### src/rtl/onehot_queue_encoder32_pkg.sv
// Shared constants, state type and helpers for the 32-bit one-hot/request queue encoder.
// Only a 32-bit request vector with 5-bit indices is supported.
package enc_pkg;

    localparam int ENC_WIDTH = 32;
    localparam int ENC_IDX_W = 5;

    typedef enum logic {
        IDLE  = 1'b0,
        DRAIN = 1'b1
    } enc_state_t;

    // True when exactly one bit is set; clearing the lowest set bit must leave zero.
    function automatic logic onehot_count_is_one(input logic [ENC_WIDTH-1:0] v);
        return (v != '0) && ((v & (v - ENC_WIDTH'(1))) == '0);
    endfunction

endpackage

### src/rtl/onehot_queue_encoder32_if.sv
// Request-vector input and serialized index output handshakes of the queue encoder.
// The master side is the environment; the slave side is the encoder.
interface onehot_queue_encoder32_if;
    import enc_pkg::*;

    logic                 req_valid;
    logic                 req_ready;
    logic [ENC_WIDTH-1:0] req_vec;
    logic                 out_valid;
    logic                 out_ready;
    logic [ENC_IDX_W-1:0] out_idx;
    logic                 out_last;
    logic                 busy;

    modport master (
        output req_valid, req_vec, out_ready,
        input  req_ready, out_valid, out_idx, out_last, busy
    );

    modport slave (
        input  req_valid, req_vec, out_ready,
        output req_ready, out_valid, out_idx, out_last, busy
    );

endinterface

### src/rtl/onehot_queue_encoder32_prio_enc32.sv
// Combinational 32-to-5 priority encoder; MSB_FIRST selects whether the highest or lowest set bit wins.
// idx is 0 when vec is all zero; any flags a non-empty vector.
module prio_enc32
    import enc_pkg::*;
#(
    parameter bit MSB_FIRST = 1'b0
) (
    input  logic [ENC_WIDTH-1:0] vec,
    output logic [ENC_IDX_W-1:0] idx,
    output logic                 any
);

    // The last matching assignment in the scan wins, so scan toward the winning end.
    always_comb begin
        idx = '0;
        if (MSB_FIRST) begin
            for (int i = 0; i < ENC_WIDTH; i++) begin
                if (vec[i]) idx = ENC_IDX_W'(i);
            end
        end else begin
            for (int i = ENC_WIDTH - 1; i >= 0; i--) begin
                if (vec[i]) idx = ENC_IDX_W'(i);
            end
        end
    end

    assign any = |vec;

endmodule

### src/rtl/onehot_queue_encoder32.sv
// Latches a 32-bit request vector and drains it as a stream of 5-bit indices, one per cycle,
// in priority order, flagging the final index.
//
//   state | meaning
//   IDLE  | ready for a new vector, nothing pending
//   DRAIN | pending holds unsent bits; out_idx presents the next one
module onehot_queue_encoder32
    import enc_pkg::*;
#(
    parameter int WIDTH     = ENC_WIDTH,
    parameter int IDX_W     = ENC_IDX_W,
    parameter bit MSB_FIRST = 1'b0
) (
    input  logic                     clk,
    input  logic                     rst,
    onehot_queue_encoder32_if.slave  io
);

    enc_state_t       state;
    logic [WIDTH-1:0] pending;
    logic             req_ready_q;
    logic             out_valid_q;
    logic             busy_q;

    logic [IDX_W-1:0] enc_idx;
    logic             enc_any;
    logic             last_bit;

    prio_enc32 #(.MSB_FIRST(MSB_FIRST)) u_prio_enc (
        .vec (pending),
        .idx (enc_idx),
        .any (enc_any)
    );

    assign last_bit = onehot_count_is_one(pending);

    always_ff @(posedge clk) begin
        if (rst) begin
            state       <= IDLE;
            pending     <= '0;
            req_ready_q <= 1'b1;
            out_valid_q <= 1'b0;
            busy_q      <= 1'b0;
        end else begin
            case (state)
                IDLE: begin
                    // An all-zero vector is consumed here without ever leaving IDLE.
                    if (io.req_valid && (io.req_vec != '0)) begin
                        pending     <= io.req_vec;
                        state       <= DRAIN;
                        req_ready_q <= 1'b0;
                        out_valid_q <= 1'b1;
                        busy_q      <= 1'b1;
                    end
                end
                DRAIN: begin
                    if (io.out_ready) begin
                        pending[enc_idx] <= 1'b0;
                        if (last_bit) begin
                            state       <= IDLE;
                            req_ready_q <= 1'b1;
                            out_valid_q <= 1'b0;
                            busy_q      <= 1'b0;
                        end
                    end
                end
                default: begin
                    state       <= IDLE;
                    pending     <= '0;
                    req_ready_q <= 1'b1;
                    out_valid_q <= 1'b0;
                    busy_q      <= 1'b0;
                end
            endcase
        end
    end

    assign io.req_ready = req_ready_q;
    assign io.out_valid = out_valid_q;
    assign io.busy      = busy_q;
    assign io.out_idx   = (out_valid_q && enc_any) ? enc_idx : '0;
    assign io.out_last  = out_valid_q && last_bit;

endmodule

### src/flat_wrapper.sv
// flat-port wrapper written by rule: the top's interface ports become plain ports
module onehot_queue_encoder32_flat import enc_pkg::*;
#(
    parameter int WIDTH     = ENC_WIDTH,
    parameter int IDX_W     = ENC_IDX_W,
    parameter bit MSB_FIRST = 1'b0
)
  (clk, rst, io_req_valid, io_req_vec, io_out_ready, io_req_ready, io_out_valid, io_out_idx, io_out_last, io_busy);
  onehot_queue_encoder32_if io_i ();
  input  logic clk;
  input  logic rst;
  input wire logic [$bits(io_i.req_valid)-1:0] io_req_valid;
  input wire logic [$bits(io_i.req_vec)-1:0] io_req_vec;
  input wire logic [$bits(io_i.out_ready)-1:0] io_out_ready;
  output wire logic [$bits(io_i.req_ready)-1:0] io_req_ready;
  output wire logic [$bits(io_i.out_valid)-1:0] io_out_valid;
  output wire logic [$bits(io_i.out_idx)-1:0] io_out_idx;
  output wire logic [$bits(io_i.out_last)-1:0] io_out_last;
  output wire logic [$bits(io_i.busy)-1:0] io_busy;
  assign io_i.req_valid = io_req_valid;
  assign io_i.req_vec = io_req_vec;
  assign io_i.out_ready = io_out_ready;
  assign io_req_ready = io_i.req_ready;
  assign io_out_valid = io_i.out_valid;
  assign io_out_idx = io_i.out_idx;
  assign io_out_last = io_i.out_last;
  assign io_busy = io_i.busy;
  onehot_queue_encoder32 #(.WIDTH(WIDTH), .IDX_W(IDX_W), .MSB_FIRST(MSB_FIRST)) u_core (.clk(clk), .rst(rst), .io(io_i));
endmodule
### config.mk
export PLATFORM = sky130hd
export DESIGN_NAME = onehot_queue_encoder32_flat
export DESIGN_NICKNAME = d
export VERILOG_FILES = /design/src/rtl/onehot_queue_encoder32_pkg.sv /design/src/rtl/onehot_queue_encoder32_if.sv /design/src/rtl/onehot_queue_encoder32_prio_enc32.sv /design/src/rtl/onehot_queue_encoder32.sv /design/src/flat_wrapper.sv
export SDC_FILE = /design/constraint.sdc
export NUM_CORES = 1
export LEC_CHECK = 0
export BUFFER_PORTS_ARGS = -buffer_cell sky130_fd_sc_hd__buf_2
export CORE_ASPECT_RATIO = 0.5
export CORE_MARGIN = 2
export CORE_UTILIZATION = 51
export CTS_CLUSTER_SIZE = 30
export DETAILED_ROUTE_END_ITERATION = 6
export GPL_ROUTABILITY_DRIVEN = 0
export PLACE_DENSITY = 0.75
export SLEW_MARGIN = 10
export SYNTH_ARGS = -nofsm -noshare
export SYNTH_HDL_FRONTEND = slang
export SYNTH_SLANG_ARGS = --single-unit
### constraint.sdc
create_clock -name clk -period 2.5 [get_ports clk]
set_input_delay 0.125 -clock clk [delete_from_list [all_inputs] [get_ports clk]]
set_output_delay 0.125 -clock clk [all_outputs]
set_load 0.02 [all_outputs]
**Word-level counts from Yosys, hierarchy flattened**

Index checks and enable logic that the tools add are counted.

- Input bits: 36
- Output and inout port bits: 9
- Flip-flop bits (word level): 35
- Word-level logic and storage cells: 75

- Add/subtract/negate cells: 1
- Eq/ne operators: 3
- Reductions and logical operators: 11
- Bitwise logic cells: 4
- Order comparisons: 2
- Muxes and demuxes: 50

Operator list:

| cell | number |
|---|---|
| $mux W5 | 33 |
| $and A32 B32 Y32 | 2 |
| $mux W32 | 2 |
| $pmux W32 S2 | 1 |
| $reduce_bool A32 Y1 | 2 |
| $logic_not A32 Y1 | 1 |
| $not A32 Y32 | 1 |
| $reduce_or A32 Y1 | 1 |
| $sub A32 B1 Y32 const B | 1 |
| $mux W1 | 10 |
| $lt A5 B6 Y1 const B | 1 |
| $pmux W1 S2 | 3 |
| $demux W1 S5 | 1 |
| $ge A5 B1 Y1 const B | 1 |
| $logic_and A1 B1 Y1 | 5 |
| $ne A2 B2 Y1 const B | 2 |
| $reduce_and A3 Y1 | 1 |
| $ne A2 B1 Y1 const B | 1 |
| $reduce_and A2 Y1 | 1 |
| $not A1 Y1 | 1 |

**Longest topological paths before layout**

- Depth in word-level cells: 40
- Depth in mapped cells: 9
- Gate-level depth less buffers: 7

**Modules after synthesis**

Synthesis repeated with hierarchy kept, for this count alone.

- Cells, all modules: 375
- Area, all modules: 2,607.5 µm²

Modules (own cells, without submodules):

| module | instances | area an instance (µm²) | sequential area each (µm²) | cells an instance |
|---|---|---|---|---|
| onehot_queue_encoder32 | 1 | 2,222.1 | 700.7 | 310 |
| prio_enc32 | 1 | 385.4 | 0.0 | 65 |

**Worst setup path after synthesis**

No wires, ideal clock.

- Path kind: register to register
- Start: reg u_core.pending[10]
- End: reg u_core.pending[30]
- Arrival: 2,320 ps
- Data required time: 2,368 ps
- Period minus slack after synthesis: 2,453 ps
- Path slack: 47 ps
- Library setup time: 132 ps
- Cell stages (with the launch flop): 8
- Path buffers: 1
- Cells stage by stage: dfxtp_1 buf_6 or4_4 or4_4 or3_4 or2_1 o311ai_1 a21oi_1

- Cells in the longest elaborated chain, start to end: 19
- Elaborated cells between the ends (all ways): 20
- Those cells by class: order compare (2); mux (15); bitwise (2); reduce/logical (1)

Ends and longest elaborated chain:

| element | line | RTL |
|---|---|---|
| start, declared | onehot_queue_encoder32.sv:20 | `logic [WIDTH-1:0] pending;` |
| start signal, assigned | onehot_queue_encoder32.sv:49 | `pending <= io.req_vec;` |
| $mux W5 * (11 in series) | onehot_queue_encoder32_prio_enc32.sv:22 | `if (vec[i]) idx = ENC_IDX_W'(i);` |
| $lt A5 B6 Y1 (implied by the code) or $ge A5 B1 Y1 (tied branches) | onehot_queue_encoder32.sv:58 | `pending[enc_idx] <= 1'b0;` |
| $logic_and A1 B1 Y1 (implied by the code) | onehot_queue_encoder32.sv:58 |  |
| $mux W1 (implied by the code) | onehot_queue_encoder32.sv:58 |  |
| $demux W1 S5 * | - |  |
| $not A32 Y32 (no line) * | - |  |
| $and A32 B32 Y32 (no line) * | - |  |
| $mux W32 * | onehot_queue_encoder32.sv:57 | `if (io.out_ready) begin` |
| $pmux W32 S2 * | onehot_queue_encoder32.sv:45 | `case (state)` |

Mark *: on every way between the ends. The rest lies on a longest branch, timed or not. The select of a mux whose other input is x is not followed.
A chain may end at the register's enable or synchronous reset.

**Worst setup path in the final report**

- Start: reg u_core.pending[10]
- End: out io_out_last

- Cells in the longest elaborated chain, start to end: 5
- Elaborated cells between the ends (all ways): 6
- Those cells by class: add/sub (1); bitwise (1); reduce/logical (4)

Ends and longest elaborated chain:

| element | line | RTL |
|---|---|---|
| $sub A32 B1 Y32 | onehot_queue_encoder32_pkg.sv:15 | `return (v != '0) && ((v & (v - ENC_WIDTH'(1))) == '0);` |
| $and A32 B32 Y32 | onehot_queue_encoder32_pkg.sv:15 |  |
| $logic_not A32 Y1 | onehot_queue_encoder32_pkg.sv:15 |  |
| $logic_and A1 B1 Y1 * | onehot_queue_encoder32_pkg.sv:15 |  |
| $logic_and A1 B1 Y1 * | onehot_queue_encoder32.sv:82 | `assign io.out_last = out_valid_q && last_bit;` |
| end, declared | flat_wrapper.sv:18 | `output wire logic [$bits(io_i.out_last)-1:0] io_out_last;` |

Mark *: on every way between the ends. The rest lies on a longest branch, timed or not.

==> results.json <==
{
  "routed_wl_um": 10040,
  "async_reset_ff_share_pct": 0,
  "grt_pass1_wl_um": 14160,
  "r2r_cells": 7,
  "cpMostUsedCell": "buf_4",
  "syn_nets": 362,
  "cts-root-buf": "clkbuf_8",
  "synth_top_area_share_pct": 27.74,
  "pwr-share-comb_pct": 46.1,
  "holdPathStages": 2,
  "crit_arrival_ns": 2.73,
  "p_per_area_nw_per_um2": 586.5,
  "clkSlewWorstSetupHoldPaths_ns": 0.07,
  "slowest_stage": "or4_4",
  "nets": 460,
  "insertion_delay_ns": 0.29,
  "synth_flop_cell": "dfxtp_1",
  "dieWidth_um": 103.5,
  "grt_usage_pct": 33.02,
  "p_seq_share_pct": 31.6,
  "layoutNonFillerInstCount": 495,
  "use_met2_pct": 51.66,
  "n_fill_cell": 349,
  "finalWorstSetupSlack_ns": -0.3560,
  "h-tree-depth": 2,
  "synthesis.instances": 326,
  "drt-pass1-iter-count": 7,
  "timing_worst_setup_path_type": "flop to output pin",
  "ir_drop_mv": 0.3248,
  "status": "finished, violations left",
  "synth-seq-area-share_pct": 27.74,
  "crit_chain": "buf_6 > or4_4 > buf_6 > nor4_4 > buf_4 > buf_4 > buf_4 > nand3_1 > o211a_1 > nand4_1 > nor2_1 > buf_4",
  "route.vias.total": 3345,
  "tightest_slew_ns": 0.7145,
  "grt_max_degree": 56,
  "drive_above_1_share_pct": 38.35,
  "rsz0062_at_grt": "yes",
  "syn2layout_area_growth_pct": 40.02,
  "dp.cells": 473,
  "drv_cap": 0,
  "initial_utilization_pct": 52.17,
  "wire_per_inst_um": 20.29,
  "yosysTopAreaCell": "dfxtp_1",
  "min_from": "io_out_ready",
  "hold_ws_ns": 0.05459,
  "r2r_slack_ns": -0.31,
  "slew_viol_final": 0,
  "r2r_start": "u_core.pending[4]",
  "rows": 18,
  "ys_ff_latch": 35,
  "die-height_um": 53.77,
  "use_met1_pct": 44.33,
  "power.internal_w": 0.001280,
  "cts_max_path_buffers": 2,
  "final_hold_viol_count": 0,
  "worstSetupStartpoint": "u_core.pending[10]",
  "clock.fmax_ghz": 0.3501,
  "grt_pass1_vias": 2807,
  "overflow": 0,
  "core_um2": 4842,
  "use_met3_pct": 9.564,
  "hold_path.class": "primary input to flop",
  "skew_ns": 0.007406,
  "setup_viol": 11,
  "ant_nets": 0,
  "synth_area_leaders": "dfxtp_1 (28%), mux2i_1 (9.5%), o21ai_0 (6.1%), a211oi_1 (4.5%), nor2_1 (4.5%)",
  "p_sw_share_pct": 38.29,
  "antenna_found_initial": 0,
  "viasPerCell": 6.758,
  "slew_headroom_pct": 52.37,
  "numCtsBuffers": 5,
  "start_kind": "flop",
  "cp_max_fo": 4,
  "power_frac_clock_pct": 22.3,
  "netSwitchingPower_w": 0.0007943,
  "total_power_w": 0.002075,
  "period_minus_slack_ns": 2.856,
  "hpwl_um": 6668,
  "cts_sinks": 35,
  "violations": "negative setup slack",
  "cp.required_ns": 2.38,
  "die-area_um2": 5566,
  "io_pins": 45,
  "first_iter_violations": 408,
  "critPathMaxStageDelay_ns": 0.48,
  "yosysUniqueCellTypes": 53,
  "syn_area_per_cell_um2": 7.749,
  "synth-edff-count": 0,
  "p_leak_nw": 1.532,
  "antenna_cells": 0,
  "cts_tree": "yes",
  "port-buffer-count": 44,
  "grt-busiest-layer": "met2",
  "finalCritPeriodShare_pct": 114.2,
  "yosys_warnings": 0,
  "netlist_area_um2": 2526,
  "cp-end-kind": "output pin",
  "postCtsHoldBufs": 0,
  "drc": 0
}
[routing by layer]
metal / share of wire (%) / up-vias
met2: 41 / 268
met1: 41 / 1540
met3: 13 / 81
li1: - / 1456
met4: 5.2 / 0
met5: 0 / -
[cell type report]
cell class / instances / area, um^2 / share of cell area [%]
inverters: 6 / 22.52 / 0.6367
flip-flops and latches: 35 / 705.7 / 19.95
clock buffers: 8 / 100.1 / 2.830
repair buffers: 115 / 793.3 / 22.43
multi-input cells: 261 / 1828 / 51.68
well taps: 70 / 87.58 / 2.476
[final timing paths]
kind | endpoint
setup reg to reg | u_core.pending[30]
hold reg to reg | u_core.io.req_ready
hold / removal | u_core.pending[0]
setup / recovery | io_out_last
[flip-flops by register name, indices dropped and copies added, names as in the netlist]
register             flops
u_core.state             1
u_core.io.busy           1
u_core.pending          32
u_core.io.req_ready      1
[Yosys cell counts (3+ instances only)]
library cell / number
mux2i_1: 24
nor2b_1: 4
nor2_1: 30
maj3_1: 3
a211oi_1: 15
nand3_1: 4
o21ai_0: 31
buf_2: 3
a31oi_1: 7
o211ai_1: 3
clkbuf_1: 15
or4_4: 5
nor3_1: 16
or3_1: 3
nand2b_1: 5
or2_2: 4
o31ai_1: 4
nand2_1: 25
nand4_1: 4
a311oi_1: 10
a21oi_1: 13
nor4_1: 18
inv_1: 6
dfxtp_1: 35
buf_1: 3
[placed cells by master (no fill, tap or decap), types with 7 or more instances in the layout]
cell type,count
clkbuf_8,7
buf_4,66
nor4_1,14
mux2i_1,24
a21oi_1,12
a311oi_1,10
a31oi_1,7
buf_2,42
a211oi_1,13
o21ai_0,28
nor3_1,14
nand2_1,24
dfxtp_1,31
nor2_1,27
[worst max-delay path, delay by kind of cell, from the launching register on]
kind                   cells  cell delay [ns]
buffers and inverters      6             0.80
AO/OA/AOI/OAI              1             0.16
flip-flops                 1             0.33
AND/OR/NAND/NOR            5             1.14
[stage by stage]
stage	instance area, um^2	setup TNS [ns]	utilization (%)	setup WS [ns]
global route	3537	-2.713	73.05	-0.4437
finish	3537	-1.881	73.05	-0.3560
CTS	3415	-0.4713	70.52	-0.2057
global placement	3162	-0.4203	65.30	-0.09959
detailed placement	3162	-0.9664	65.30	-0.1516
floorplan	2526	0	-	0.04716
[cell families after synthesis]
kind of cell	share of synthesized area, %
flip-flops	27.74
multiplexers	9.510
AND/OR/NAND/NOR	27.34
AO/OA/AOI/OAI	28.88
adder cells (fa/ha/maj)	1.189
buffers and inverters	5.349
[power by group through the flow]
stage / Combinational (W) / Clock (W) / Sequential [W]
2_1_floorplan: 0.000447 / 0 / 0.000650
3_3_place_gp: 0.000764 / 0 / 0.000654
3_5_place_dp: 0.000780 / 0 / 0.000658
4_1_cts: 0.000835 / 0.000459 / 0.000647
5_1_grt: 0.000998 / 0.000490 / 0.000659
6_report: 0.000957 / 0.000462 / 0.000656
[timing repair]
action	in CTS	in global routing
setup buffers	10	5
pin swaps	15	11
resized for setup	20	21
endpoints found under the setup margin	16	33
No activity file was read; power rests on OpenSTA's default activity.
